==> config.mk <==
export PLATFORM = sky130hd
export DESIGN_NAME = wb_port_arbiter_flat
export DESIGN_NICKNAME = d
export VERILOG_FILES = /design/src/rtl/wb_port_arbiter_if.sv /design/src/rtl/wb_port_arbiter.sv /design/src/flat_wrapper.sv
export SDC_FILE = /design/constraint.sdc
export NUM_CORES = 1
export LEC_CHECK = 0
export CORE_MARGIN = 2
export CORE_UTILIZATION = 45
export CTS_BUF_LIST = sky130_fd_sc_hd__clkbuf_4 sky130_fd_sc_hd__clkbuf_8
export DETAILED_ROUTE_END_ITERATION = 7
export HOLD_SLACK_MARGIN = 0.1
export PLACE_DENSITY = 0.74
export SLEW_MARGIN = 5
export SYNTH_ARGS = -nofsm -noshare
export SYNTH_HDL_FRONTEND = slang
export SYNTH_SLANG_ARGS = --single-unit
==> constraint.sdc <==
create_clock -name clock -period 2.25 [get_ports clock]
set_input_delay 0.3375 -clock clock [delete_from_list [all_inputs] [get_ports clock]]
set_output_delay 0.3375 -clock clock [all_outputs]
set_load 0.05 [all_outputs]
==> src/rtl/wb_port_arbiter_if.sv <==
// Write-back arbitration bus: MEM/WB and multi-cycle sources in, register file
// write port and pipeline stall out.
interface wb_port_arbiter_if #(
  parameter int DATA_W = 20,
  parameter int REG_W  = 3
);
  logic              wb_valid;
  logic [REG_W-1:0]  wb_rd;
  logic [DATA_W-1:0] wb_data;
  logic              mc_valid;
  logic              mc_ready;
  logic [REG_W-1:0]  mc_rd;
  logic [DATA_W-1:0] mc_data;
  logic              pipe_stall;
  logic              rf_we;
  logic [REG_W-1:0]  rf_waddr;
  logic [DATA_W-1:0] rf_wdata;

  modport master (
    output wb_valid, wb_rd, wb_data, mc_valid, mc_rd, mc_data,
    input  mc_ready, pipe_stall, rf_we, rf_waddr, rf_wdata
  );

  modport slave (
    input  wb_valid, wb_rd, wb_data, mc_valid, mc_rd, mc_data,
    output mc_ready, pipe_stall, rf_we, rf_waddr, rf_wdata
  );
endinterface

==> src/rtl/wb_port_arbiter.sv <==
// Shares the register file write port between MEM/WB (priority) and a queued
// multi-cycle unit, with an age-based forced drain that stalls the pipeline.
module wb_port_arbiter #(
  parameter int DATA_W   = 20,
  parameter int REG_W    = 3,
  parameter int DEPTH    = 2,
  parameter int MAX_WAIT = 4
) (
  input  logic                    clock,
  input  logic                    reset,
  wb_port_arbiter_if.slave        bus,
  output logic [$clog2(DEPTH):0]  fifo_count
);
  localparam int PTR_W = $clog2(DEPTH);
  localparam int CNT_W = PTR_W + 1;
  localparam int AGE_W = $clog2(MAX_WAIT + 1);
  localparam logic [CNT_W-1:0] FULL_CNT = CNT_W'(DEPTH);
  localparam logic [AGE_W-1:0] AGE_MAX  = AGE_W'(MAX_WAIT);

  logic [REG_W+DATA_W-1:0] mem [DEPTH];
  logic [PTR_W-1:0]        wr_ptr;
  logic [PTR_W-1:0]        rd_ptr;
  logic [CNT_W-1:0]        count;
  logic [AGE_W-1:0]        age;

  logic                    rf_we_p1;
  logic [REG_W-1:0]        rf_waddr_p1;
  logic [DATA_W-1:0]       rf_wdata_p1;

  logic                    have_head;
  logic                    starve;
  logic                    mc_ready_c;
  logic                    push;
  logic                    grant_fifo;
  logic                    grant_wb;
  logic [REG_W-1:0]        head_rd;
  logic [DATA_W-1:0]       head_data;

  // ---- p0: grant decision from registered queue state ----
  always_comb begin
    have_head  = (count != '0);
    starve     = have_head && (age >= AGE_MAX);
    mc_ready_c = !reset && (count < FULL_CNT);
    push       = bus.mc_valid && mc_ready_c;
    // A starving head wins even over a valid MEM/WB, which is held by the stall.
    grant_fifo = !reset && (starve || (!bus.wb_valid && have_head));
    grant_wb   = !reset && !starve && bus.wb_valid;
    {head_rd, head_data} = mem[rd_ptr];
  end

  assign bus.mc_ready   = mc_ready_c;
  assign bus.pipe_stall = !reset && starve;

  always_ff @(posedge clock) begin
    if (push) begin
      mem[wr_ptr] <= {bus.mc_rd, bus.mc_data};
    end
  end

  always_ff @(posedge clock) begin
    if (reset) begin
      wr_ptr <= '0;
      rd_ptr <= '0;
      count  <= '0;
      age    <= '0;
    end else begin
      if (push) begin
        wr_ptr <= wr_ptr + 1'b1;
      end
      if (grant_fifo) begin
        rd_ptr <= rd_ptr + 1'b1;
      end
      case ({push, grant_fifo})
        2'b10:   count <= count + 1'b1;
        2'b01:   count <= count - 1'b1;
        default: count <= count;
      endcase
      // Age tracks only the current head; a pop hands the next entry a fresh count.
      if (grant_fifo || !have_head) begin
        age <= '0;
      end else if (age < AGE_MAX) begin
        age <= age + 1'b1;
      end
    end
  end

  // ---- p1: registered register-file write port ----
  always_ff @(posedge clock) begin
    if (reset) begin
      rf_we_p1    <= 1'b0;
      rf_waddr_p1 <= '0;
      rf_wdata_p1 <= '0;
    end else begin
      rf_we_p1 <= grant_fifo || grant_wb;
      if (grant_fifo) begin
        rf_waddr_p1 <= head_rd;
        rf_wdata_p1 <= head_data;
      end else if (grant_wb) begin
        rf_waddr_p1 <= bus.wb_rd;
        rf_wdata_p1 <= bus.wb_data;
      end
    end
  end

  assign bus.rf_we    = rf_we_p1;
  assign bus.rf_waddr = rf_waddr_p1;
  assign bus.rf_wdata = rf_wdata_p1;
  assign fifo_count   = count;
endmodule
==> src/flat_wrapper.sv <==
// flat-port wrapper written by rule: the top's interface ports become plain ports
module wb_port_arbiter_flat 
#(
  parameter int DATA_W   = 20,
  parameter int REG_W    = 3,
  parameter int DEPTH    = 2,
  parameter int MAX_WAIT = 4
)
  (clock, reset, fifo_count, bus_wb_valid, bus_wb_rd, bus_wb_data, bus_mc_valid, bus_mc_rd, bus_mc_data, bus_mc_ready, bus_pipe_stall, bus_rf_we, bus_rf_waddr, bus_rf_wdata);
  wb_port_arbiter_if #(.DATA_W(DATA_W), .REG_W(REG_W)) bus_i ();
  input  logic clock;
  input  logic reset;
  output logic [$clog2(DEPTH):0] fifo_count;
  input wire logic [$bits(bus_i.wb_valid)-1:0] bus_wb_valid;
  input wire logic [$bits(bus_i.wb_rd)-1:0] bus_wb_rd;
  input wire logic [$bits(bus_i.wb_data)-1:0] bus_wb_data;
  input wire logic [$bits(bus_i.mc_valid)-1:0] bus_mc_valid;
  input wire logic [$bits(bus_i.mc_rd)-1:0] bus_mc_rd;
  input wire logic [$bits(bus_i.mc_data)-1:0] bus_mc_data;
  output wire logic [$bits(bus_i.mc_ready)-1:0] bus_mc_ready;
  output wire logic [$bits(bus_i.pipe_stall)-1:0] bus_pipe_stall;
  output wire logic [$bits(bus_i.rf_we)-1:0] bus_rf_we;
  output wire logic [$bits(bus_i.rf_waddr)-1:0] bus_rf_waddr;
  output wire logic [$bits(bus_i.rf_wdata)-1:0] bus_rf_wdata;
  assign bus_i.wb_valid = bus_wb_valid;
  assign bus_i.wb_rd = bus_wb_rd;
  assign bus_i.wb_data = bus_wb_data;
  assign bus_i.mc_valid = bus_mc_valid;
  assign bus_i.mc_rd = bus_mc_rd;
  assign bus_i.mc_data = bus_mc_data;
  assign bus_mc_ready = bus_i.mc_ready;
  assign bus_pipe_stall = bus_i.pipe_stall;
  assign bus_rf_we = bus_i.rf_we;
  assign bus_rf_waddr = bus_i.rf_waddr;
  assign bus_rf_wdata = bus_i.rf_wdata;
  wb_port_arbiter #(.DATA_W(DATA_W), .REG_W(REG_W), .DEPTH(DEPTH), .MAX_WAIT(MAX_WAIT)) u_core (.clock(clock), .reset(reset), .bus(bus_i), .fifo_count(fifo_count));
endmodule
* After elaboration in Yosys (flattened, before gate mapping) *
Memories as Yosys holds them, arrays and structs flattened. A register that Yosys moved wholly into a read port is not among the register bits.
Cells that the tools add are included.

word-level totals
  output and inout port bits = 28
  memories kept = 1
  register bits after elaboration = 31
  bits of input ports = 50
  memory bits (writable) = 46

operators by class
  muxes and demuxes = 9
  reduce and logical (&&, ||, !) cells = 19
  order comparisons = 3
  $add $sub $neg = 5
  equality and inequality tests = 2

memories
  name        words  bits a word  read ports  clocked after memory_dff  wr ports  line                   text
  u_core.mem  2      23           1           1                         1         wb_port_arbiter.sv:20  logic [REG_W+DATA_W-1:0] mem [DEPTH];

operators by type and width
  kind                                                                 number
  20-bit 2-to-1 mux                                                    2
  1-bit logical AND                                                    8
  3-bit 2-to-1 mux                                                     2
  2-bit nonzero test                                                   3
  1-bit logical NOT                                                    4
  1-bit 2-to-1 mux                                                     4
  2-bit case mux with 2 select lines                                   1
  3-bit by 1-bit adder with 3-bit output (second input constant)       1
  3-bit greater-or-equal comparator (second input constant)            1
  1-bit logical OR                                                     3
  3-bit less-than comparator (second input constant)                   1
  1-bit adder (second input constant)                                  2
  2-bit by 1-bit adder with 2-bit output (second input constant)       1
  2-bit by 1-bit == test with 1-bit output (second input constant)     1
  2-bit == test (second input constant)                                1
  2-bit less-than comparator (second input constant)                   1
  2-bit OR reduction                                                   1
  2-bit by 1-bit subtractor with 2-bit output (second input constant)  1

* Logic depth before layout (Yosys ltp) *
  depth in word-level cells = 7
  mapped depth = 8

* Worst setup path before layout *
No wires, ideal clock.

  kind = register to register
  start point = reg u_core.count[1], in the netlist u_core.fifo_count[1]
  end point = mem u_core.mem[0][0] in the netlist's numbering (enable)
  slack = -670 ps
  clock period less this slack = 2920 ps
  arrival time = 2518 ps
  path buffers = 0
  stages on the path, launching flop included = 4
  cell sequence = dfxtp_1 -> nor2_1 -> nand2_1 -> nor2_1

between the ends
  word-level cells in the longest chain between the ends = 5

RTL lines
  element                                 line                   text
  start, declared                         wb_port_arbiter.sv:23  logic [CNT_W-1:0] count;
  start signal, assigned                  wb_port_arbiter.sv:74  2'b10: count <= count + 1'b1;
  start signal, assigned                  wb_port_arbiter.sv:75  2'b01: count <= count - 1'b1;
  start signal, assigned                  wb_port_arbiter.sv:76  default: count <= count;
  2-bit less-than comparator              wb_port_arbiter.sv:43  mc_ready_c = !reset && (count < FULL_CNT);
  1-bit logical AND                       wb_port_arbiter.sv:43
  named net bus_mc_ready                  flat_wrapper.sv:20     output wire logic [$bits(bus_i.mc_ready)-1:0] bus_mc_ready;
  1-bit logical AND                       wb_port_arbiter.sv:44  push = bus.mc_valid && mc_ready_c;
  1-bit 2-to-1 mux                        wb_port_arbiter.sv:55  if (push) begin
  1-bit 2-to-1 mux (implied by the code)  wb_port_arbiter.sv:56  mem[wr_ptr] <= {bus.mc_rd, bus.mc_data};
  end, declared                           wb_port_arbiter.sv:20

The timed path passes the listed nets, and every way through them passes these cells.

* Final worst setup path *
  start point = reg u_core.count[1], in the netlist u_core.fifo_count[1]
  end point = out fifo_count[1]

RTL lines
  element        line                text
  end, declared  flat_wrapper.sv:13  output logic [$clog2(DEPTH):0] fifo_count;

No word-level cell between the ends.

==> impl_results.md <==
- Synth Area in XOR/XNOR: 0.008578
- Row count: 30
- Fmax: 480.6 MHz
- Post-place instance area: 3979 um2
- Max IR drop VDD: 0.5347 mV
- CP max-delay cell: clkdlybuf4s50_1
- Pin count of the biggest net entering global routing: 28
- CP endpoint kind: output port
- Area grow syn2layout: 37.09%
- Yosys top cell area share: 0.4510
- Area leader, netlist: edfxtp_1
- Synth Area in Compound Gates: 0.1748
- Worst hold path type: register to register
- # DRC: 0
- Final net count: 379
- Status: completed
- Synth area leaders: edfxtp_1, dfxtp_1, a2111oi_0
- Antenna-violating nets left: 0
- Overall Power: 0.003529 W
- Yosys warnings: 0
- Int Power: 0.002528 W
- Via/cell ratio: 5.325
- Multiplexer share of the synthesized area: 0
- Grt ovf: 0
- Util after Layout: 0.6285
- Layout cells sized above 1: 0.1114
- Clk sinks: 78
- Simple-Gate Fraction of Synth Area: 0.1107
- Top cell family by delay on the critical path: buffers and inverters
- Worst skew pair latency: 350 ps
- H-Tree Depth: 3
- Crit path kind: register to output port
- Core area: 6681 um2
- Postcts setup bufs: 0
- Inserted Clock Buffers: 9
- Die height: 86.50 um
- Gpl congestion: 0.7618
- First-pass GRT wire length: 10.74 mm
- Die area: 7482 um2
- CTS tree: done
- Clock transition at path regs: 80 ps
- Buffers & Inverters on Critical Path: 1
- Root buffer cell: clkbuf_8
- Register share of total power: 0.476
- Initial antenna violation count: 0
- Port Buf Inserts: 77
- Crit path launch type: register
- Pwr dens: 840.4 nW/um2
- Final WL: 6.854 mm
- DRT Pass-1 Iters: 4
- WL/cell: 16.64 um
- Synth cell types: 27
- Final Slew Violations: 0
- Worst-Margin Slew: 646.9 ps
- Sw Ratio: 0.2838
- Peak fanout along the critical path: 9
- Fin cells: 412
- Cells after Synth: 248
- Worst Path Required: 1910 ps
- P_leak: 1.432 nW
- RSZ-0062 raised after global routing: false
- Relative slew slack: 0.5681
- Clock tree buffer depth: 2
- Clock Skews: 16.80 ps
- Syn Std Cell Area: 3063 um2
- Synth Register Bits: 78
- Final Hold Viols: 0
- Switching Power: 0.001001 W
- Antenna cells: 0
- Initial Util: 0.4584
- Main combinational cell family by area after synthesis: compound AO/OA/AOI/OAI gates
- Top Ports: 78
- CP max stage delay: 870 ps
- Hold_buf cts: 0
- Post-synthesis sequential area ratio: 0.6601
- Routed via count: 2194
- Final HPWL DP: 4.426 mm
- Adder-cell share of the synthesized area: 0.008170
- Gate power share: 0.200
- Post_cts resized: 0
- Die W: 86.50 um
- Inst Count DP: 396
- Clock power share: 0.324
- Total global routing track utilization: 0.1908
- Max Cap Violations: 0
- Critical path, cell by cell: clkdlybuf4s50_1
- Fin area: 4199 um2
- Final period util: 0.9248
- Synthesized area per cell: 12.35 um2
- Min Tclk post-route: 2081 ps
- Number of global-route vias before repair: 2089
- 1st-iter DRT viols: 148
- Worst EP arrival: 1740 ps
- Final setup viols: 0
- Post-synth net total: 300
sequential cells by signal (all words and copies together) (netlist names), named ones only:
name                 cells
u_core.fifo_count        2
u_core.age               3
u_core.rd_ptr            1
u_core.bus.rf_waddr      3
u_core.mem              46
u_core.bus.rf_wdata     20
u_core.bus.rf_we         1
u_core.wr_ptr            1
metal layers:
layer	global-route usage	wire, um	vias up
met5	0	0	-
met4	0.09517	208	0
met3	0.02952	242	15
met2	0.3000	3333	54
met1	0.2587	3070	1031
li1	-	-	1094
area by class of cell:
type,instances,area [um2]
well taps,80,100.1
clock inverters,7,96.34
inverters,1,3.754
repair buffers,91,908.4
flip-flops and latches,78,2022
multi-input cells,146,944.7
fillers,536,2482
clock buffers,9,123.9
logic make-up (layout without fill, tap and decap cells):
| group | Yosys count | after routing |
|---|---|---|
| flip-flops | 78 | 78 |
| buffers and inverters | 24 | 108 |
| AO/OA/AOI/OAI | 76 | 76 |
| XOR/XNOR | 3 | 3 |
| adder cells (fa/ha/maj) | 2 | 2 |
| AND/OR/NAND/NOR | 65 | 65 |
path summary, 6_finish.rpt:
check / slack [ps] / end / start / cells past startpoint
max reg2reg: 350 / u_core.fifo_count[1]$_SDFFE_PP0P_ / u_core.fifo_count[1]$_SDFFE_PP0P_ / 5
min: 450 / u_core.age[0]$_SDFFE_PP0N_ / u_core.age[0]$_SDFFE_PP0N_ / 1
max: 170 / fifo_count[1] / u_core.fifo_count[1]$_SDFFE_PP0P_ / 1
min reg2reg: 450 / u_core.age[0]$_SDFFE_PP0N_ / u_core.age[0]$_SDFFE_PP0N_ / 1
cells in the mapped netlist:
cell,n
edfxtp_1,46
dfxtp_1,32
a21oi_1,26
nor2b_1,25
a2111oi_0,23
o31ai_1,23
nand2_1,22
clkbuf_1,13
buf_2,7
nor2_1,5
and3_1,3
buf_6,2
ha_1,2
nand3b_1,2
nor3_1,2
o21ai_0,2
or3_1,2
xnor2_1,2
and2_1,1
clkbuf_2,1
inv_1,1
nand2b_1,1
nor4_1,1
o21ba_2,1
o21bai_2,1
or2_1,1
xor2_1,1
per-stage QoR:
stage | setup slack (ps) | setup TNS, ps | hold slack, ps
global route | 110.4 | 0 | 471.0
finish | 169.2 | 0 | 447.8
CTS | 149.4 | 0 | 445.2
floorplan | 37.69 | 0 | 408.4
global placement | 73.15 | 0 | 418.5
detailed placement | -1.530 | -1.530 | 434.0
placed cells by master, fill, tap and decap left out, types with 3 or more instances in the layout:
cell and n:
dfxtp_1 32, nor2_1 3, a2111oi_0 23, edfxtp_1 46, nor2b_1 24, clkdlybuf4s50_1 75
o31ai_1 23, buf_4 13, and3_1 3, clkbuf_8 9, buf_12 3, nand2_1 22
a21oi_1 26
power by group through the flow:
| stage | registers [W] | clock network, W | logic (W) |
|---|---|---|---|
| floorplan | 0.00189 | 0 | 0.000231 |
| global placement | 0.00171 | 0 | 0.000698 |
| detailed placement | 0.00171 | 0 | 0.000710 |
| CTS | 0.00168 | 0.00117 | 0.000713 |
| global route | 0.00169 | 0.00122 | 0.000752 |
| finish | 0.00168 | 0.00114 | 0.000707 |
(Power assumes the default switching activity.)
